### src/rtl/image_decoder_grid.sv
// Mouse-to-bitmap decoder: 2-stage coordinate pipeline, paint/erase/clear and a
// valid/ready frame-submit port. Define BRUSH_3X3_EN for a 3x3 brush.
module image_decoder_grid #(
  parameter int GRID_W          = 14,
  parameter int GRID_H          = 14,
  parameter int CELL_W          = 10,
  parameter int CELL_H          = 14,
  parameter int X0              = 90,
  parameter int Y0              = 34,
  parameter int COORD_W         = 9,
  parameter bit CLEAR_ON_SUBMIT = 1'b0
) (
  input  logic                       clk,
  input  logic                       reset,
  input  logic [COORD_W-1:0]         xpos,
  input  logic [COORD_W-1:0]         ypos,
  input  logic                       leftclick,
  input  logic                       rightclick,
  input  logic                       clear,
  input  logic                       submit,
  output logic [GRID_W*GRID_H-1:0]   img,
  output logic [GRID_W*GRID_H-1:0]   img_out,
  output logic                       out_valid,
  input  logic                       out_ready
);
  localparam int NPIX = GRID_W * GRID_H;
  localparam logic [COORD_W-1:0] X0_C     = COORD_W'(X0);
  localparam logic [COORD_W-1:0] Y0_C     = COORD_W'(Y0);
  localparam logic [COORD_W-1:0] CELL_W_C = COORD_W'(CELL_W);
  localparam logic [COORD_W-1:0] CELL_H_C = COORD_W'(CELL_H);
  localparam logic [COORD_W-1:0] GRID_W_C = COORD_W'(GRID_W);
  localparam logic [COORD_W-1:0] GRID_H_C = COORD_W'(GRID_H);

  // vld_pipe[0] = stage 1 holds an op, vld_pipe[1] = stage 2 holds an op
  logic [1:0]         vld_pipe_q, vld_pipe_d;
  logic               s1_erase_q, s1_erase_d;
  logic               s1_under_q, s1_under_d;
  logic [COORD_W-1:0] s1_dx_q, s1_dx_d, s1_dy_q, s1_dy_d;
  logic               s2_erase_q, s2_erase_d;
  logic               s2_inr_q, s2_inr_d;
  logic [COORD_W-1:0] s2_col_q, s2_col_d, s2_row_q, s2_row_d;
  logic [NPIX-1:0]    img_q, img_d, img_out_q, img_out_d;
  logic               out_valid_q, out_valid_d;
  logic               accept, clr_eff;
  logic [COORD_W-1:0] col_c, row_c;
  logic [NPIX-1:0]    cell_hit;

  assign accept  = submit & (~out_valid_q | out_ready);
  assign clr_eff = clear | (CLEAR_ON_SUBMIT & accept);
  assign col_c   = s1_dx_q / CELL_W_C;
  assign row_c   = s1_dy_q / CELL_H_C;

  always_comb begin
    vld_pipe_d = {1'b0, leftclick | rightclick};
    s1_erase_d = rightclick;
    s1_dx_d    = xpos - X0_C;
    s1_dy_d    = ypos - Y0_C;
    s1_under_d = (xpos < X0_C) | (ypos < Y0_C);
    s2_erase_d = s1_erase_q;
    s2_col_d   = col_c;
    s2_row_d   = row_c;
    s2_inr_d   = ~s1_under_q & (col_c < GRID_W_C) & (row_c < GRID_H_C);
    // a clear kills the op moving into stage 2; the stage-2 op is blocked below
    vld_pipe_d[1] = vld_pipe_q[0] & ~clr_eff;
  end

  // per-cell write decode against the stage-2 target
  for (genvar r = 0; r < GRID_H; r++) begin : g_row
    for (genvar c = 0; c < GRID_W; c++) begin : g_col
      int dr, dc;
      assign dr = r - int'(s2_row_q);
      assign dc = c - int'(s2_col_q);
`ifdef BRUSH_3X3_EN
      assign cell_hit[r*GRID_W+c] = vld_pipe_q[1] & s2_inr_q &
                                    (dr >= -1) & (dr <= 1) & (dc >= -1) & (dc <= 1);
`else
      assign cell_hit[r*GRID_W+c] = vld_pipe_q[1] & s2_inr_q & (dr == 0) & (dc == 0);
`endif
    end
  end

  always_comb begin
    img_d = img_q;
    if (clr_eff) begin
      img_d = '0;
    end else begin
      for (int i = 0; i < NPIX; i++)
        if (cell_hit[i]) img_d[i] = ~s2_erase_q;
    end
  end

  // snapshot takes the pre-edge bitmap, so same-edge writes and clears are excluded
  always_comb begin
    img_out_d   = img_out_q;
    out_valid_d = out_valid_q;
    if (accept) begin
      img_out_d   = img_q;
      out_valid_d = 1'b1;
    end else if (out_valid_q & out_ready) begin
      out_valid_d = 1'b0;
    end
  end

  always_ff @(posedge clk or negedge reset) begin
    if (!reset) begin
      vld_pipe_q  <= '0;
      s1_erase_q  <= 1'b0;
      s1_under_q  <= 1'b0;
      s1_dx_q     <= '0;
      s1_dy_q     <= '0;
      s2_erase_q  <= 1'b0;
      s2_inr_q    <= 1'b0;
      s2_col_q    <= '0;
      s2_row_q    <= '0;
      img_q       <= '0;
      img_out_q   <= '0;
      out_valid_q <= 1'b0;
    end else begin
      vld_pipe_q  <= vld_pipe_d;
      s1_erase_q  <= s1_erase_d;
      s1_under_q  <= s1_under_d;
      s1_dx_q     <= s1_dx_d;
      s1_dy_q     <= s1_dy_d;
      s2_erase_q  <= s2_erase_d;
      s2_inr_q    <= s2_inr_d;
      s2_col_q    <= s2_col_d;
      s2_row_q    <= s2_row_d;
      img_q       <= img_d;
      img_out_q   <= img_out_d;
      out_valid_q <= out_valid_d;
    end
  end

  assign img       = img_q;
  assign img_out   = img_out_q;
  assign out_valid = out_valid_q;
endmodule
### config.mk
export PLATFORM = sky130hd
export DESIGN_NAME = image_decoder_grid
export DESIGN_NICKNAME = d
export VERILOG_FILES = /design/src/rtl/image_decoder_grid.sv
export SDC_FILE = /design/constraint.sdc
export NUM_CORES = 1
export LEC_CHECK = 0
export BUFFER_PORTS_ARGS = -buffer_cell sky130_fd_sc_hd__buf_2
export CORE_ASPECT_RATIO = 0.8
export CORE_MARGIN = 2
export CORE_UTILIZATION = 59
export CTS_BUF_LIST = sky130_fd_sc_hd__clkbuf_4 sky130_fd_sc_hd__clkbuf_8 sky130_fd_sc_hd__clkbuf_16
export CTS_CLUSTER_DIAMETER = 120
export DETAILED_ROUTE_END_ITERATION = 16
export GPL_ROUTABILITY_DRIVEN = 0
export PLACE_DENSITY = 0.84
export REMOVE_ABC_BUFFERS = 1
export SLEW_MARGIN = 20
export SYNTH_ARGS = -nofsm -noshare
export SYNTH_HDL_FRONTEND = slang
export SYNTH_SLANG_ARGS = --single-unit
### constraint.sdc
create_clock -name clk -period 8.8 [get_ports clk]
set_clock_uncertainty 0.05 [all_clocks]
set_input_delay 0.44 -clock clk [delete_from_list [all_inputs] [get_ports clk]]
set_output_delay 0.44 -clock clk [all_outputs]
set_load 0.05 [all_outputs]
Yosys cells after proc, flatten, opt, wreduce, memory -nomap -nowiden:

Index checks and enable logic that the tools add are counted.
Widths: inputs -> output; s select.

* add/subtract/negate cells: 30
* $mul: 0
* div/mod/pow operators: 2
* order comparisons: 4
* eq/ne operators: 0
* shifts and indexed selects: 0
* multiplexer cells: 199
* bitwise operators: 223
* reductions and logical operators: 225

Operators by type and width (count)
* $logic_not 32->1: 28
* $reduce_bool 2->1: 197
* $and 1x1->1: 216
* $mux 1: 198
* $mux 196: 1
* $sub 4x9->10 const A: 12
* $sub 3x9->10 const A: 8
* $sub 1x9->10 const A: 4
* $sub 2x9->10 const A: 4
* $div 9x4->9 const B: 2
* $lt 9x4->1 const B: 2
* $lt 9x6->1 const B: 1
* $lt 9x7->1 const B: 1
* $sub 9x6->9 const B: 1
* $sub 9x7->9 const B: 1
* $not 1->1: 4
* $or 1x1->1: 3

* flip-flop bits (word level): 435
* latch bits: 0
* bits in writable memories: 0
* memory bits (read-only): 0
* input port bits: 25
* output and inout port bits: 393
* word-level logic and storage cells: 890
* memories kept: 0

Longest topological paths before layout:

Gate-level depths: netlist (run 1).

* depth in word-level cells: 6
* mapped depth: 12
* mapped depth without buffers: 10

Least setup slack after synthesis (run 1):

Ideal clock, no wire load.

* path kind: reg2reg
* from: register s2_row_q[3]
* to: register img_q[155] (netlist: img[155])
* setup time: 78 ps
* arrival: 2773 ps
* setup slack: 5899 ps
* stages on the path, launching flop included: 12
* buffers on the path: 3
* clock period less this slack: 2901 ps
* cells stage by stage: dfrtp_1 > clkinv_1 > ha_1 > clkbuf_1 > a21o_1 > ha_1 > nand2b_1 > or4_1 > clkbuf_1 > clkbuf_1 > or3_1 > a21oi_1

* cells in the longest elaborated chain, start to end: 5

Ends and longest elaborated chain
* from (decl): RTL line 41 `logic [COORD_W-1:0] s2_col_q, s2_col_d, s2_row_q, s2_row_d;`
* from (signal assigned): RTL line 127 `s2_row_q <= s2_row_d;`
* $sub 4x9->10: RTL line 71 `assign dr = r - int'(s2_row_q);`
* $logic_not 32->1: RTL line 77 `assign cell_hit[r*GRID_W+c] = vld_pipe_q[1] & s2_inr_q & (dr == 0) & (dc == 0);`
* $and 1x1->1 (2 in series): RTL line 77
* $reduce_bool 2->1 (no line)
* to (signal assigned): RTL line 128 `img_q <= img_d;`
* to (decl): RTL line 42 `logic [NPIX-1:0] img_q, img_d, img_out_q, img_out_d;`

Every way passes these cells.
A chain may end at the register's enable or synchronous reset.

Worst setup path after layout (run 1):

* from: register s2_col_q[3]
* to: register img_q[172] (netlist: img[172])

* cells in the longest elaborated chain, start to end: 4

Ends and longest elaborated chain
* from (decl): RTL line 41
* from (signal assigned): RTL line 126 `s2_col_q <= s2_col_d;`
* $sub 3x9->10: RTL line 72 `assign dc = c - int'(s2_col_q);`
* $logic_not 32->1: RTL line 77
* $and 1x1->1: RTL line 77
* $reduce_bool 2->1 (no line)

Every way passes these cells.

==> results by group, run 1 <==
Status
  – Status: finished clean

Yosys
  – Top FF cell, synth: dfrtp_1
  – Post-synthesis register bit count: 427
  – Count of distinct cell types in the synthesized netlist: 77
  – Gate Count Post-Synth: 1,733
  – Post-synth EDFFs: 0
  – Avg Inst Size Synth: 11.2 sq um
  – Synth Cell Area: 0.0194 sq mm
  – Sequential area share after synthesis: 0.551
  – Post-synth ARST share: 1.00
  – Synth warn: 0

Critical path
  – R2R depth: 8
  – Critical Setup Path Class: reg2reg
  – Slowest cell delay on critical path: 0.81 ns
  – Worst EP arrival: 4.39 ns
  – Crit-path cells: inv_1 > ha_1 > ha_1 > nand3b_1 > nor3_1 > nand4_1 > or4_1 > a21oi_1
  – Setup crit start: s2_col_q[3]$_DFF_PN0_
  – CP Capture Type: register
  – Top cell by count, worst path: ha_1
  – CP Launch Type: register
  – CP max stage cell: nand4_1
  – Worst EP required: 9.20 ns
  – CP max FO: 26
  – Worst reg2reg path startpoint: s2_col_q[3]$_DFF_PN0_
  – Reg-to-reg slack, setup: 4.81 ns
  – Crit Reg-Reg Endpoint: img[172]$_DFFE_PN0P_
  – Critical path endpoint: img[172]$_DFFE_PN0P_

Routing
  – Routed len/inst: 21.4 um
  – Initial DRC Count: 1,390
  – Routed WL: 53,500 um
  – Remaining antenna violation count after routing: 0
  – Pre-Repair DR Iteration Count: 5
  – Via count: 15,266
  – DRC Markers: 0
  – Number of vias per cell: 6.09

Power
  – VDD IR max: 144 uV
  – Static leakage: 11.7 nW
  – P per Cell Area: 189 mW/mm^2

Cells and area
  – Finished Cell Area: 0.0230 sq mm
  – Area Overhead vs Synth: 18.4%
  – Footprint of the multi-input gates: 0.00794 sq mm
  – FILL cells: 2,262
  – Sequential Area: 0.0107 sq mm
  – Most frequent cells in the layout: dfrtp_1, buf_2, mux2_2
  – Layout cells sized above 1: 0.348
  – Ant diodes: 0
  – Nets@finish: 2,102
  – Commonest non-fill, non-tap cell in the layout: dfrtp_1

Floorplanning
  – Core Box Area: 0.0325 sq mm
  – # rows: 59
  – DIE AREA: 0.0344 sq mm
  – Initial Utilization: 0.597
  – Die Width: 207 um
  – Die H: 166 um
  – # IOs: 418

Clock tree
  – Clk slew on worst S/H paths: 0.06 ns
  – H-Tree Depth: 2
  – Sink Count: 427
  – Buffer levels on the longest clock path: 3
  – CTS tree: built
  – CTS hold repair buffers: 2
  – Clock buffer count from CTS: 42
  – Post-CTS Setup Repair Bufs: 0
  – Post-CTS sizing: 0
  – Clock Root Buffer: clkbuf_16
  – Worst-Skew Late Latency: 0.54 ns

Global routing
  – Initial antenna violation count: 0
  – GR Overflow Total: 0
  – Vias in the first global route: 14,764
  – Global-route wire length before repair: 83,200 um
  – Largest net degree at the start of global routing: 157
  – Total track usage: 0.307

STA
  – Final Cycle Share: 0.453
  – Max-slew violation count: 0
  – Final TNS setup: 0 ns
  – Final setup fails: 0
  – Number of hold violations in the final report: 0
  – Max Clock Freq: 251 MHz
  – Slew @ Worst Pin: 1.07 ns
  – Tmin final: 3.99 ns
  – RSZ-0062 raised after global routing: no
  – Worst slew margin: 0.284

Worst hold path
  – Hold Path Class: in2reg

Placement
  – Placed inst area: 0.0214 sq mm
  – Hpwl dp: 34,800 um
  – PortBufs: 415

Job
  – Max-cap viol count: 0
[metal layers]
metal | global-route usage | part of all wire
met5 | 0 | 0
met4 | 0.142 | 0.044
met3 | 0.0532 | 0.074
met2 | 0.494 | 0.48
met1 | 0.409 | 0.40
[worst min-delay path by stage]
stage                                     from              endpoint  slack (ns)  cells past startpoint
after global routing                   xpos[1]  s1_dx_q[1]$_DFF_PN0_        0.04                      2
after global placement    s1_erase_q$_DFF_PN0_  s2_erase_q$_DFF_PN0_        0.29                      0
after floorplan                          reset    img[0]$_DFFE_PN0P_        0.09                      0
after CTS                              xpos[8]  s1_dx_q[8]$_DFF_PN0_        0.03                      2
after detailed placement  s1_erase_q$_DFF_PN0_  s2_erase_q$_DFF_PN0_        0.29                      0
final                                  xpos[8]  s1_dx_q[8]$_DFF_PN0_        0.05                      2
[metrics by stage]
stage | utilization | power [mW] | setup WS (ns) | std cells | hold WS (ns)
after floorplan | - | 2.34 | 3.17 | 1574 | 0.0944
after global placement | 0.660 | 2.47 | 5.08 | 2426 | 0.290
after detailed placement | 0.660 | 2.49 | 4.93 | 2426 | 0.293
after CTS | 0.706 | 4.36 | 4.91 | 2503 | 0.0289
after global routing | 0.707 | 4.50 | 4.60 | 2505 | 0.0401
final | 0.707 | 4.34 | 4.81 | 2505 | 0.0485
[area by class of cell]
type,count,area share
clock inverter,19,0.0105
timing repair buffer,429,0.0975
multi-input combinational,1119,0.346
clock buffer,56,0.0530
tap,427,0.0233
inverter,28,0.00458
sequential,427,0.466
[state kept, by name, indices dropped and copies added, names as in the netlist]
register    count
img           196
img_out       196
s1_dx_q         8
s1_dy_q         8
s2_col_q        6
s2_row_q        6
vld_pipe_q      2
out_valid       1
s1_erase_q      1
s1_under_q      1
s2_erase_q      1
s2_inr_q        1
[cell usage after synthesis (8+ instances only)]
cell type  instances  area, sq um
nor3_1            14         70.1
o21ai_0          187          936
xnor2_1            8         70.1
clkbuf_1         123          462
xor2_1            12          105
ha_1              30          375
nand2b_1          25          156
dfrtp_1          427        10700
mux2_2           196         2210
buf_6             12          135
inv_1             27          101
nor2b_1           10         62.6
or3_1            177         1110
mux2i_1           18          180
or4_1             15          113
nand2_1           39          146
a21oi_1          193          966
nand3_1           16         80.1
nor2_1            42          158
buf_1              8         30.0
o31ai_1           15          113
[cells by family after synthesis]
family,count (synthesis),share of synthesized area
AO/OA/AOI/OAI,455,0.129
flip-flops,427,0.551
AND/OR/NAND/NOR,398,0.124
multiplexers,214,0.123
buffers and inverters,187,0.0438
adder cells (fa/ha/maj),32,0.0204
XOR/XNOR,20,0.00903
[critical path, delay by kind of cell (launching register included)]
family | cells | cell delay, ns
simple gates | 4 | 2.07
buf+inv | 1 | 0.17
flops | 1 | 0.54
compound gates | 1 | 0.15
fa+ha+maj | 2 | 0.91
[where the power goes]
group	switching, mW	leakage [nW]	internal, mW
logic	0.263	5.07	0.148
registers	0.0660	5.89	1.99
clock network	0.754	0.715	1.12
total	1.08	11.7	3.26
No activity file was read; power rests on OpenSTA's default activity.
==> inputs of run 2 (changes only) <==
ABC_AREA = 1   (was default)
CORE_UTILIZATION = 50   (was 59)
PLACE_DENSITY = 0.75   (was 0.84)
clock period = 3.5 ns   (was 8.8 ns; I/O delays follow)
==> results by group, run 2 <==
Status
  – Status: finished clean (unchanged)

Global routing
  – GR peak layer: met2 (unchanged)
  – Met1 usage: 0.393 (was 0.409)
  – GR Overflow Total: 0 (unchanged)
  – Total track usage: 0.291 (was 0.307)
  – Global-route wire length before repair: 93,900 um (was 83,200 um)
  – Initial antenna violation count: 0 (unchanged)
  – M3 GR Usage: 0.0586 (was 0.0532)
  – Largest net degree at the start of global routing: 172 (was 157)
  – Met2 GRT Util: 0.470 (was 0.494)
  – Vias in the first global route: 17,239 (was 14,764)

STA
  – Tmin final: 3.16 ns (was 3.99 ns)
  – Hold slack: 0.0849 ns (was 0.0485 ns)
  – Worst slew margin: 0.367 (was 0.284)
  – Final Cycle Share: 0.902 (was 0.453)
  – Final setup fails: 0 (unchanged)
  – RSZ-0062 raised after global routing: no (unchanged)
  – Max-slew violation count: 0 (unchanged)
  – Number of hold violations in the final report: 0 (unchanged)
  – Max Clock Freq: 317 MHz (was 251 MHz)
  – Final WS setup: 0.342 ns (was 4.81 ns)
  – Slew @ Worst Pin: 0.946 ns (was 1.07 ns)

Clock tree
  – Buffer levels on the longest clock path: 3 (unchanged)
  – Clk slew on worst S/H paths: 0.07 ns (was 0.06 ns)
  – Post-CTS Setup Repair Bufs: 0 (unchanged)
  – CTS hold repair buffers: 27 (was 2)
  – Sink Count: 427 (unchanged)
  – Clock Root Buffer: clkbuf_16 (unchanged)
  – CTS tree: built (unchanged)
  – H-Tree Depth: 2 (unchanged)
  – Worst-Skew Late Latency: 0.55 ns (was 0.54 ns)
  – Clock buffer count from CTS: 43 (was 42)
  – Post-CTS sizing: 0 (unchanged)

Yosys
  – Most frequent cell after synthesis: o21ai_0 (was dfrtp_1)
  – Post-synthesis register bit count: 427 (unchanged)
  – Synth area leaders: dfrtp_1, o21ai_0, nand2_1 (was dfrtp_1, mux2_2, or3_1)
  – Post-synth ARST share: 1.00 (unchanged)
  – Sequential area share after synthesis: 0.543 (was 0.551)
  – Synth warn: 0 (unchanged)
  – Share of the synthesized area in the top cell type: 0.543 (was 0.551)
  – Post-synth EDFFs: 0 (unchanged)
  – Top FF cell, synth: dfrtp_1 (unchanged)
  – Synth Cell Area: 0.0197 sq mm (was 0.0194 sq mm)
  – Area leader, netlist: dfrtp_1 (unchanged)
  – Avg Inst Size Synth: 8.42 sq um (was 11.2 sq um)
  – Count of distinct cell types in the synthesized netlist: 48 (was 77)
  – Most common library cells after synthesis: o21ai_0, nand2_1, inv_1, dfrtp_1, clkbuf_1 (was dfrtp_1, mux2_2, a21oi_1, o21ai_0, or3_1)
  – Gate Count Post-Synth: 2,336 (was 1,733)

Critical path
  – Worst EP arrival: 3.59 ns (was 4.39 ns)
  – Slowest cell delay on critical path: 0.59 ns (was 0.81 ns)
  – CP max stage cell: dfrtp_1 (was nand4_1)
  – CP Capture Type: register (unchanged)
  – Top cell by count, worst path: inv_1 (was ha_1)
  – Worst EP required: 3.93 ns (was 9.20 ns)
  – CP max FO: 15 (was 26)
  – CP Launch Type: register (unchanged)
  – Crit-path cells: inv_1 > ha_1 > inv_1 > nor2_1 > o21ai_0 > a2111oi_0 > nand2_1 > inv_1 > nand2_1 > o21ai_0 > o21ai_0 > inv_1 (was inv_1 > ha_1 > ha_1 > nand3b_1 > nor3_1 > nand4_1 > or4_1 > a21oi_1)
  – Critical Setup Path Class: reg2reg (unchanged)

Routing
  – Via count: 17,886 (was 15,266)
  – DRC Markers: 0 (unchanged)
  – Remaining antenna violation count after routing: 0 (unchanged)
  – Pre-Repair DR Iteration Count: 8 (was 5)
  – Routed len/inst: 18.0 um (was 21.4 um)
  – Number of vias per cell: 5.39 (was 6.09)
  – Initial DRC Count: 1,809 (was 1,390)
  – Routed WL: 59,800 um (was 53,500 um)

Floorplanning
  – Core Box Area: 0.0385 sq mm (was 0.0325 sq mm)
  – # IOs: 418 (unchanged)
  – DIE AREA: 0.0409 sq mm (was 0.0344 sq mm)
  – Die Width: 226 um (was 207 um)
  – Initial Utilization: 0.510 (was 0.597)
  – # rows: 64 (was 59)
  – Die H: 181 um (was 166 um)

Placement
  – Hpwl dp: 41,300 um (was 34,800 um)
  – PortBufs: 415 (unchanged)
  – Post-Place Setup Slack: 0.544 ns (was 4.93 ns)
  – Placed inst area: 0.0225 sq mm (was 0.0214 sq mm)

Cells and area
  – Commonest non-fill, non-tap cell in the layout: o21ai_0 (was dfrtp_1)
  – Ant diodes: 0 (unchanged)
  – Finished Cell Area: 0.0242 sq mm (was 0.0230 sq mm)
  – Layout cells sized above 1: 0.224 (was 0.348)
  – Nets@finish: 2,814 (was 2,102)
  – Most frequent cells in the layout: o21ai_0, nand2_1, inv_1 (was dfrtp_1, buf_2, mux2_2)
  – Util after Layout: 0.629 (was 0.707)
  – Area Overhead vs Synth: 23.2% (was 18.4%)

Worst hold path
  – Hold Path Class: in2reg (unchanged)

Power
  – P per Cell Area: 468 mW/mm^2 (was 189 mW/mm^2)
  – Overall Power: 11.3 mW (was 4.34 mW)
  – Static leakage: 13.6 nW (was 11.7 nW)
  – VDD IR max: 522 uV (was 144 uV)

Job
  – Max-cap viol count: 0 (unchanged)
run 2: cell count changes in the layout (fill, tap and decap cells not counted), moves of 34 or more:
cell / before / now
nand2_1: 38 / 460
inv_1: 27 / 448
o21ai_0: 187 / 536
a21oi_1: 192 / 14
or3_1: 177 / 0
mux2_2: 196 / 24
nand3_1: 15 / 51
buf_4: 7 / 41
run 2: cell families (layout without fill, tap and decap cells):
| logic type | after synthesis | in the layout | share of synthesized area |
|---|---|---|---|
| buf+inv | 574 | 1031 | 0.111 |
| xor+xnor | 16 | 16 | 0.00713 |
| mux | 24 | 24 | 0.0137 |
| flops | 427 | 427 | 0.543 |
| simple gates | 661 | 661 | 0.144 |
| compound gates | 604 | 604 | 0.161 |
| fa+ha+maj | 30 | 30 | 0.0191 |
run 2: layer usage:
layer  wire (um)  part of all wire  vias up
li1            -                 -     8246
met1       24800              0.41     8618
met2       27500              0.46      872
met3        5280             0.088      150
met4        2170             0.036        0
met5           0                 0        -
run 2: stage by stage:
| step | instances | setup TNS, ns |
|---|---|---|
| after floorplan | 2223 | -903.47 |
| after global routing | 3321 | 0 |
| final | 3321 | 0 |
| after CTS | 3321 | 0 |
| after global placement | 3215 | 0 |
| after detailed placement | 3215 | 0 |
run 2: final cells by class:
type | instances | area [sq um]
multi-input combinational | 1335 | 6870
tap | 528 | 661
clock inverter | 16 | 135
clock buffer | 63 | 1290
inverter | 461 | 1730
timing repair buffer | 491 | 2840
sequential | 427 | 10700
fill | 3142 | 14300
run 2: where the power goes:
group          internal [mW]  switching, mW  total (mW)
combinational          0.457           1.17        1.63
clock                   2.66           1.93        4.60
sequential              5.00          0.110        5.11
run 2: worst paths after layout:
path | from | endpoint | slack, ns | cells after the start
max | s2_col_q[2]$_DFF_PN0_ | img[50]$_DFFE_PN0P_ | 0.34 | 12
min | clear | vld_pipe_q[1]$_DFF_PN0_ | 0.08 | 2
max reg2reg | s2_col_q[2]$_DFF_PN0_ | img[50]$_DFFE_PN0P_ | 0.34 | 12
min reg2reg | s1_erase_q$_DFF_PN0_ | s2_erase_q$_DFF_PN0_ | 0.30 | 0
max in group asynchronous | reset | img_out[166]$_DFFE_PN0P_ | 2.23 | 3
min in group asynchronous | reset | img_out[120]$_DFFE_PN0P_ | 0.14 | 2
run 2: worst max-delay path, delay by kind of cell (launching register included):
kind / cells / cell delay [ns]
AOI/OAI and AO/OA: 4 / 0.70
adders and majority gates: 1 / 0.29
buffers and inverters: 4 / 0.95
DFF: 1 / 0.59
and+or+nand+nor: 3 / 0.53
